--- src/rtl/reg_file_cc.sv ---
// Register file and NZP/BEN condition-code unit for the SLC3 datapath.
// Eight general registers with two combinational read ports; NZP loaded from BUS, BEN from IR nzp mask.
module reg_file_cc #(
  parameter int unsigned WIDTH = 16,
  parameter int unsigned NREG  = 8
) (
  input  logic             Clk,
  input  logic             Reset,
  input  logic [WIDTH-1:0] BUS,
  input  logic             LD_REG,
  input  logic [2:0]       DR,
  input  logic [2:0]       SR1,
  input  logic [2:0]       SR2,
  input  logic             LD_CC,
  input  logic             LD_BEN,
  input  logic [2:0]       IR_NZP,
  output logic [WIDTH-1:0] SR1_OUT,
  output logic [WIDTH-1:0] SR2_OUT,
  output logic [2:0]       NZP,
  output logic             BEN
);

  logic [WIDTH-1:0] regs [NREG];
  logic             n_c;
  logic             z_c;
  logic             p_c;
  logic             ben_c;

  // Condition codes from the bus, two's-complement sign
  always_comb begin
    n_c   = BUS[WIDTH-1];
    z_c   = (BUS == '0);
    p_c   = !n_c && !z_c;
    // Uses the pre-edge NZP so a same-edge LD_CC does not affect BEN
    ben_c = |(IR_NZP & NZP);
  end

  // Register file storage
  always_ff @(posedge Clk) begin
    if (Reset) begin
      for (int i = 0; i < int'(NREG); i++) begin
        regs[i] <= '0;
      end
    end else if (LD_REG) begin
      regs[DR] <= BUS;
    end
  end

  // NZP and BEN state
  always_ff @(posedge Clk) begin
    if (Reset) begin
      NZP <= 3'b000;
      BEN <= 1'b0;
    end else begin
      if (LD_CC) begin
        NZP <= {n_c, z_c, p_c};
      end
      if (LD_BEN) begin
        BEN <= ben_c;
      end
    end
  end

  assign SR1_OUT = regs[SR1];
  assign SR2_OUT = regs[SR2];

endmodule

--- config.mk ---
export PLATFORM = sky130hd
export DESIGN_NAME = reg_file_cc
export DESIGN_NICKNAME = d
export VERILOG_FILES = /design/src/rtl/reg_file_cc.sv
export SDC_FILE = /design/constraint.sdc
export NUM_CORES = 1
export LEC_CHECK = 0
export BUFFER_PORTS_ARGS = -buffer_cell sky130_fd_sc_hd__buf_2
export CAP_MARGIN = 25
export CORE_MARGIN = 2
export CORE_UTILIZATION = 40
export CTS_CLUSTER_SIZE = 24
export DETAILED_ROUTE_END_ITERATION = 16
export HOLD_SLACK_MARGIN = 0.06
export PLACE_DENSITY = 0.69
export SYNTH_ARGS = -nofsm -noshare
export SYNTH_HDL_FRONTEND = slang
export SYNTH_SLANG_ARGS = --single-unit
--- constraint.sdc ---
create_clock -name Clk -period 3.6 [get_ports Clk]
set_input_delay 0.72 -clock Clk [delete_from_list [all_inputs] [get_ports Clk]]
set_output_delay 0.72 -clock Clk [all_outputs]
set_load 0.05 [all_outputs]
==> results.md, run 1 <==
- Status: finished clean
- RSZ-0062 raised after global routing: no
- FF+latch area: between 3000 and 4000 sq um
- GR Util All Layers: around a fifth
- Simple-gate area share of the yosys netlist: 14.33%
- Fin cells: between 700 and 800
- Seq/Total Area, Yosys: around 55%
- # DRC: 0
- Core utilization of the finished layout: roughly 48%
- GR Overflow Total: 0
- Detailed Place HPWL: around 10000 um
- Root buf cell: clkbuf_16
- Syn Area/Cell: between 15 and 20 sq um
- Final period util: around four fifths
- Req. time, crit path: 2880 ps
- CORE AREA: 17420 sq um
- Adder-Cell Fraction of Synth Area: 0%
- Async SR Flop Fraction: 0%
- P&R area growth vs syn: 16.52%
- Rel. slew slack: between 50 and 60%
- Final hold vios: 0
- Critical-path maximum fanout: 32
- Post_cts resized: 0
- Fillers: ~1500
- Die area: about 19000 sq um
- WL final: 17260 um
- Worst slew pin tran: 723.5 ps
- CTS H-tree lvls: 4
- Fraction of layout cells with a size suffix above 1: between 30 and 40%
- Hold path cells: 2
- Post-DRT Antenna Nets: 0
- Global-route wire length before repair: between 20000 and 30000 um
- Number of synthesized register bits: roughly 130
- Max Cap Violations: 0
- Setup violators final: 0
- Largest net degree at the start of global routing: 33
- I/O pin count: slightly below 70
- Post-placement cell count: between 600 and 700
- CTS Buf Count: 17
- Multi-input logic area: between 3000 and 4000 sq um
- Post-Synth XOR/XNOR Area: 0%
- Synth Area in Compound Gates: less than 1%
- Initial core utilization: between 40% and 50%
- Hold crit path type: input pin to flop
- Main synth FF type: edfxtp_1
- Critical Path AT: between 2000 and 2500 ps
- Die width: around 140 um
- IO buf count: a little under 70
- Fin nets: around 530
- Post-layout worst setup margin: a little under 700 ps
- YS warnings: 0
- Peak VDD IR: around 320 uV
- Clk buf depth: 2
- Iter 0 DRT Violations: 417
- Pleak: between 3 and 4 nW
- CTS Sinks: about 130
- Crit path capture type: output pin
- CTS tree: done
- Type of the worst setup path: input pin to output pin
- Mux cell area share after synthesis: between 20% and 30%
- Synth unique cells: 28
- Skew final: 1.301 ps
- Vias in the first global route: approximately 4400
- Clock Pin Slew Worst Setup and Hold Paths: ~60 ps
- Synth Net Count: ~450
- R2R cell count: 2
- Largest family of logic cells by synthesized area: multiplexers
- Mapped cell area: between 7000 and 8000 sq um
- Routed vias/inst: 5.651
- Std-Cell Rows: 48
- Placer congestion estimate: 0.7655
- Worst-Skew Late Latency: 420 ps
- Worst slack, placed: between 600 and 700 ps
- TNS Setup: 0 ps
- Via count: 4125
- Post-layout minimum cycle time: a little under 3000 ps
- Wire per inst: around 24 um
- Pre-Repair DR Iteration Count: 5
- Post-CTS Setup Bufs: 0
- Antenna Cells: 0
- Gate count after technology mapping: roughly 420
- Power Dens Cells: 502.8 nW/um^2
- Number of synthesized flops with an enable pin: between 100 and 150
- Hold-fix buffers at CTS: 0
- Max Fclk: ~0.34 GHz
- Initial antenna violation count: 0
- Fin. max-slew vios: 0
- Critical Path Start Type: input pin
- Chip height: roughly 140 um
through the flow:
| stage | instance area [sq um] | hold WS [ps] | power [mW] |
|---|---|---|---|
| 2_1_floorplan | 7178 | 678.5 | 2.299 |
| 3_3_place_gp | 7767 | 462.7 | 2.464 |
| 3_5_place_dp | 7767 | 474.8 | 2.482 |
| 4_1_cts | 8364 | 474.6 | 4.225 |
| 5_1_grt | 8364 | 481.9 | 4.331 |
| 6_report | 8364 | 486.3 | 4.206 |
worst max-delay path: stages:
cell    delay, ps
buf_2         100
buf_12        240
mux4_1        610
mux2_2        280
buf_2         210
path summary, 6_finish.rpt:
kind,startpoint,end,slack [ps]
setup / recovery,SR1[0],SR1_OUT[5],680
hold / removal,LD_BEN,BEN,490
setup reg to reg,NZP[0],BEN,2730
hold reg to reg,BEN,BEN,500
cells in the mapped netlist (3+ instances only):
cell / n / share of area (%)
and2_1: 122 / 11
and2_2: 6 / 0.63
buf_1: 3 / 0.16
buf_6: 8 / 1.3
clkbuf_1: 11 / 0.58
clkbuf_2: 4 / 0.28
dfxtp_1: 4 / 1.1
edfxtp_1: 128 / 54
mux2_2: 32 / 5.0
mux4_1: 56 / 20
mux4_2: 8 / 2.5
nand2b_1: 3 / 0.26
nor2_1: 7 / 0.37
nor2_4: 3 / 0.47
nor4_1: 4 / 0.35
or2_2: 8 / 0.70
layout by cell type, fill, tap and decap left out:
cell type   synthesis  routed
a211oi_1            1       1
a222oi_1            1       1
a22o_1              1       1
and2_1            122     122
and2_2              6       6
buf_12              0       4
buf_2               2      68
buf_4               0       8
bufinv_16           0       4
clkbuf_1           11       2
clkbuf_16           0      17
clkinv_1            0       5
clkinv_2            0       2
clkinvlp_4          0       2
dfxtp_1             4       4
edfxtp_1          128     128
mux2_2             32      32
mux2i_1             1       1
mux4_1             56      56
mux4_2              8       8
nand2_1             2       2
nand2b_1            3       3
nand3b_4            1       1
nand4_1             1       1
nor2_1              7       7
nor2_4              3       3
nor3_1              1       1
nor3_4              1       1
nor4_1              4       4
o21ai_0             1       1
or2_2               8       8
or3b_4              1       1
final cells by class:
class                   count  share of cell area, %
flip-flops and latches    132                  46.91
repair buffers             80                  5.744
well taps                 225                  3.366
clock buffers              19                  5.176
clock inverters            13                  1.960
multi-input cells         261                  36.84
report_power, final:
| group | total (mW) | switching [mW] | internal [mW] |
|---|---|---|---|
| Clock | 1.76 | 0.618 | 1.14 |
| Sequential | 1.83 | 0.0441 | 1.78 |
| Combinational | 0.618 | 0.387 | 0.231 |
| Total | 4.21 | 1.05 | 3.16 |
layer usage:
metal | track usage [%] | vias up | share of wire, %
li1 | - | 1827 | -
met1 | 24.98 | 2122 | 41
met2 | 32.89 | 151 | 51
met3 | 4.423 | 25 | 6.3
met4 | 6.803 | 0 | 1.7
met5 | 0 | - | 0
sequential cells by signal, summed over array words and instances, names as in the netlist:
signal and flops:
NZP 3, regs 128, BEN 1
cell families (layout without fill, tap and decap cells):
kind of cell / count (synthesis) / in the layout
AND/OR/NAND/NOR: 160 / 160
flip-flops: 132 / 132
multiplexers: 97 / 97
AO/OA/AOI/OAI: 4 / 4
buffers and inverters: 28 / 112
No activity file was read; power rests on OpenSTA's default activity.
==> inputs of run 2 (changes only) <==
--- a/config.mk
+++ b/config.mk
@@ -5,6 +5,7 @@
 export SDC_FILE = /design/constraint.sdc
 export NUM_CORES = 1
 export LEC_CHECK = 0
+export ABC_AREA = 1
 export BUFFER_PORTS_ARGS = -buffer_cell sky130_fd_sc_hd__buf_2
 export CAP_MARGIN = 25
 export CORE_MARGIN = 2
==> constraint.sdc (replaced) <==
create_clock -name Clk -period 2.78 [get_ports Clk]
set_input_delay 0.556 -clock Clk [delete_from_list [all_inputs] [get_ports Clk]]
set_output_delay 0.556 -clock Clk [all_outputs]
set_load 0.05 [all_outputs]
==> run 2 against run 1 <==
Cell area grew 2.4%. Die area grew 0.14%. Critical path type unchanged. Clock skew shrank 1.1 ps. Clock-buffer cell count shrank 2.
==> results.md, run 2 <==
- Rel. slew slack: between 70% and 80%
- P&R area growth vs syn: 19.13%
- Die area: 19060 sq um
- Max FFs per register: between 100 and 150
- YS warnings: 0
- Clock Pin Slew Worst Setup and Hold Paths: around 60 ps
- Largest regs: regs: 128 flops, NZP: 3 flops, BEN: 1 flops
- Fin nets: just over 900
- Crit path capture type: output pin
- Most instantiated cells after synthesis: nor2_1, edfxtp_1, inv_1
- GR Util All Layers: a little over a fifth
- Critical-path maximum fanout: 44
- CTS tree: done
- Number of synthesized register bits: about 130
- Number of synthesized flops with an enable pin: about 130
- Max Fclk: 0.4217 GHz
- Root buf cell: clkbuf_16
- Fillers: between 1500 and 2000
- Synth unique cells: 19
- # DRC: 0
- Status: finished clean
- Multi-input logic area: between 2000 and 3000 sq um
- CTS Buf Count: 17
- Routed vias/inst: about 5.5
- Type of the worst setup path: input pin to output pin
- CORE AREA: 17780 sq um
- Initial core utilization: 40.43%
- Seq/Total Area, Yosys: a little over half
- Main synth FF type: edfxtp_1
- I/O pin count: 69
- Hold-fix buffers at CTS: 0
- CTS H-tree lvls: 4
- Die width: approximately 140 um
- Max Cap Violations: 0
- Crit path launch: SR2[0]
- Hold_ws: 294.8 ps
- Final hold vios: 0
- Area post-placement: a little under 8000 sq um
- Critical Path AT: between 1500 and 2000 ps
- FF+latch area: between 3000 and 4000 sq um
- CTS Sinks: 132
- Pre-Repair DR Iteration Count: 6
- Chip height: approximately 140 um
- Std-Cell Rows: 49
- Hold Path Origin: Reset
- Fraction of layout cells with a size suffix above 1: 16.84%
- Skew final: 0.2399 ps
- Peak VDD IR: 488.0 uV
- Post-placement cell count: between 1000 and 1500
- Critical Path Start Type: input pin
- Syn Area/Cell: 8.896 sq um
- Power Dens Cells: around 670 nW/um^2
- Commonest non-fill, non-tap cell in the layout: nor2_1
- TNS Setup: 0 ps
- Placer congestion estimate: around 0.84
- Post-CTS Setup Bufs: 0
- Antenna Cells: 0
- Pleak: approximately 3.5 nW
- Fin cells: ~1100
- Via count: slightly above 6000
- Async SR Flop Fraction: 0%
- Synth area leaders: edfxtp_1, nor2_1, o211ai_1
- Mapped cell area: 7188 sq um
- Post-layout minimum cycle time: between 2000 and 2500 ps
- Tot Pwr: 5.742 mW
- Detailed Place HPWL: between 10000 and 15000 um
- Fin. max-slew vios: 0
- WL final: between 20000 and 25000 um
- GR Overflow Total: 0
- Clk buf depth: 2
- Worst-Skew Late Latency: around 430 ps
- Largest register by flop count: regs
- Initial antenna violation count: 0
- Commonest non-fill, non-tap cells in the layout: nor2_1, edfxtp_1, inv_1, nand2_1
- Reg2reg start: NZP[2]
- Setup violators final: 0
- Largest net degree at the start of global routing: 65
- Hold crit path type: input pin to flop
- Req. time, crit path: 2220 ps
- Synth Net Count: 841
- Iter 0 DRT Violations: approximately 570
- RSZ-0062 raised after global routing: no
- IO buf count: 68
- Final period util: between 80% and 90%
- Post-DRT Antenna Nets: 0
- Gate count after technology mapping: 808
- Post_cts resized: 0
- Design area: 8563 sq um
- Worst slew pin tran: around 380 ps
- Most common cell in the synthesized netlist: nor2_1
- Synth area leader: edfxtp_1
- Global-route wire length before repair: between 30000 and 40000 um
- Share of the synthesized area in the top cell type: between 50% and 60%
- Vias in the first global route: around 5700
- Wire per inst: around 18 um
[run 2: cell types whose count changed in the layout (fill, tap and decap cells not counted), moves of 56 or more]
cell,before,now
nor2_1,7,143
and2_1,122,32
inv_1,0,88
nand2_1,2,84
a21oi_1,0,66
nand3_1,0,64
o21ai_0,1,64
o211ai_1,0,57
mux4_1,56,0
[run 2: cell families (layout without fill, tap and decap cells)]
logic type | after synthesis | in the layout | share of synthesized area (%)
simple gates | 333 | 333 | 20.10
compound gates | 198 | 198 | 16.55
buf+inv | 145 | 222 | 8.755
flops | 132 | 132 | 54.59
[run 2: cell type report]
cell class / instances / share of cell area (%)
well taps: 229 / 3.346
flip-flops and latches: 132 / 45.82
repair buffers: 102 / 8.475
inverters: 88 / 3.857
clock inverters: 15 / 2.762
clock buffers: 17 / 4.968
multi-input cells: 531 / 30.77
[run 2: power breakdown]
part | internal (mW) | switching (mW)
clock network | 1.67 | 0.849
registers | 2.31 | 0.0489
logic | 0.245 | 0.621
total | 4.22 | 1.52
[run 2: per-layer routing]
metal  track usage (%)  wire (um)  up-vias
met4             9.076        548        0
met5                 0          0        -
li1                  -          -     2890
met3             3.672       1668       39
met1             28.08       8251     2874
met2             35.46      10010      281
[run 2: critical path, cell delays in order]
cell and delay [ps]:
buf_4 280, buf_12 250, a21oi_1 90, o21ai_0 90, nand3_1 100, and2_1 210, buf_2 220
[run 2: stage by stage]
| stage | setup WS, ps | util (%) |
|---|---|---|
| global route | 281.0 | 48.16 |
| floorplan | 672.5 | - |
| CTS | 416.5 | 48.16 |
| finish | 408.8 | 48.16 |
| global placement | 447.6 | 44.44 |
| detailed placement | 410.6 | 44.44 |
[run 2: worst paths after layout]
check	end	slack, ps	cells past startpoint
max	SR2_OUT[10]	410	7
min	NZP[0]	290	2
max reg2reg	BEN	2100	2
min reg2reg	NZP[0]	480	2
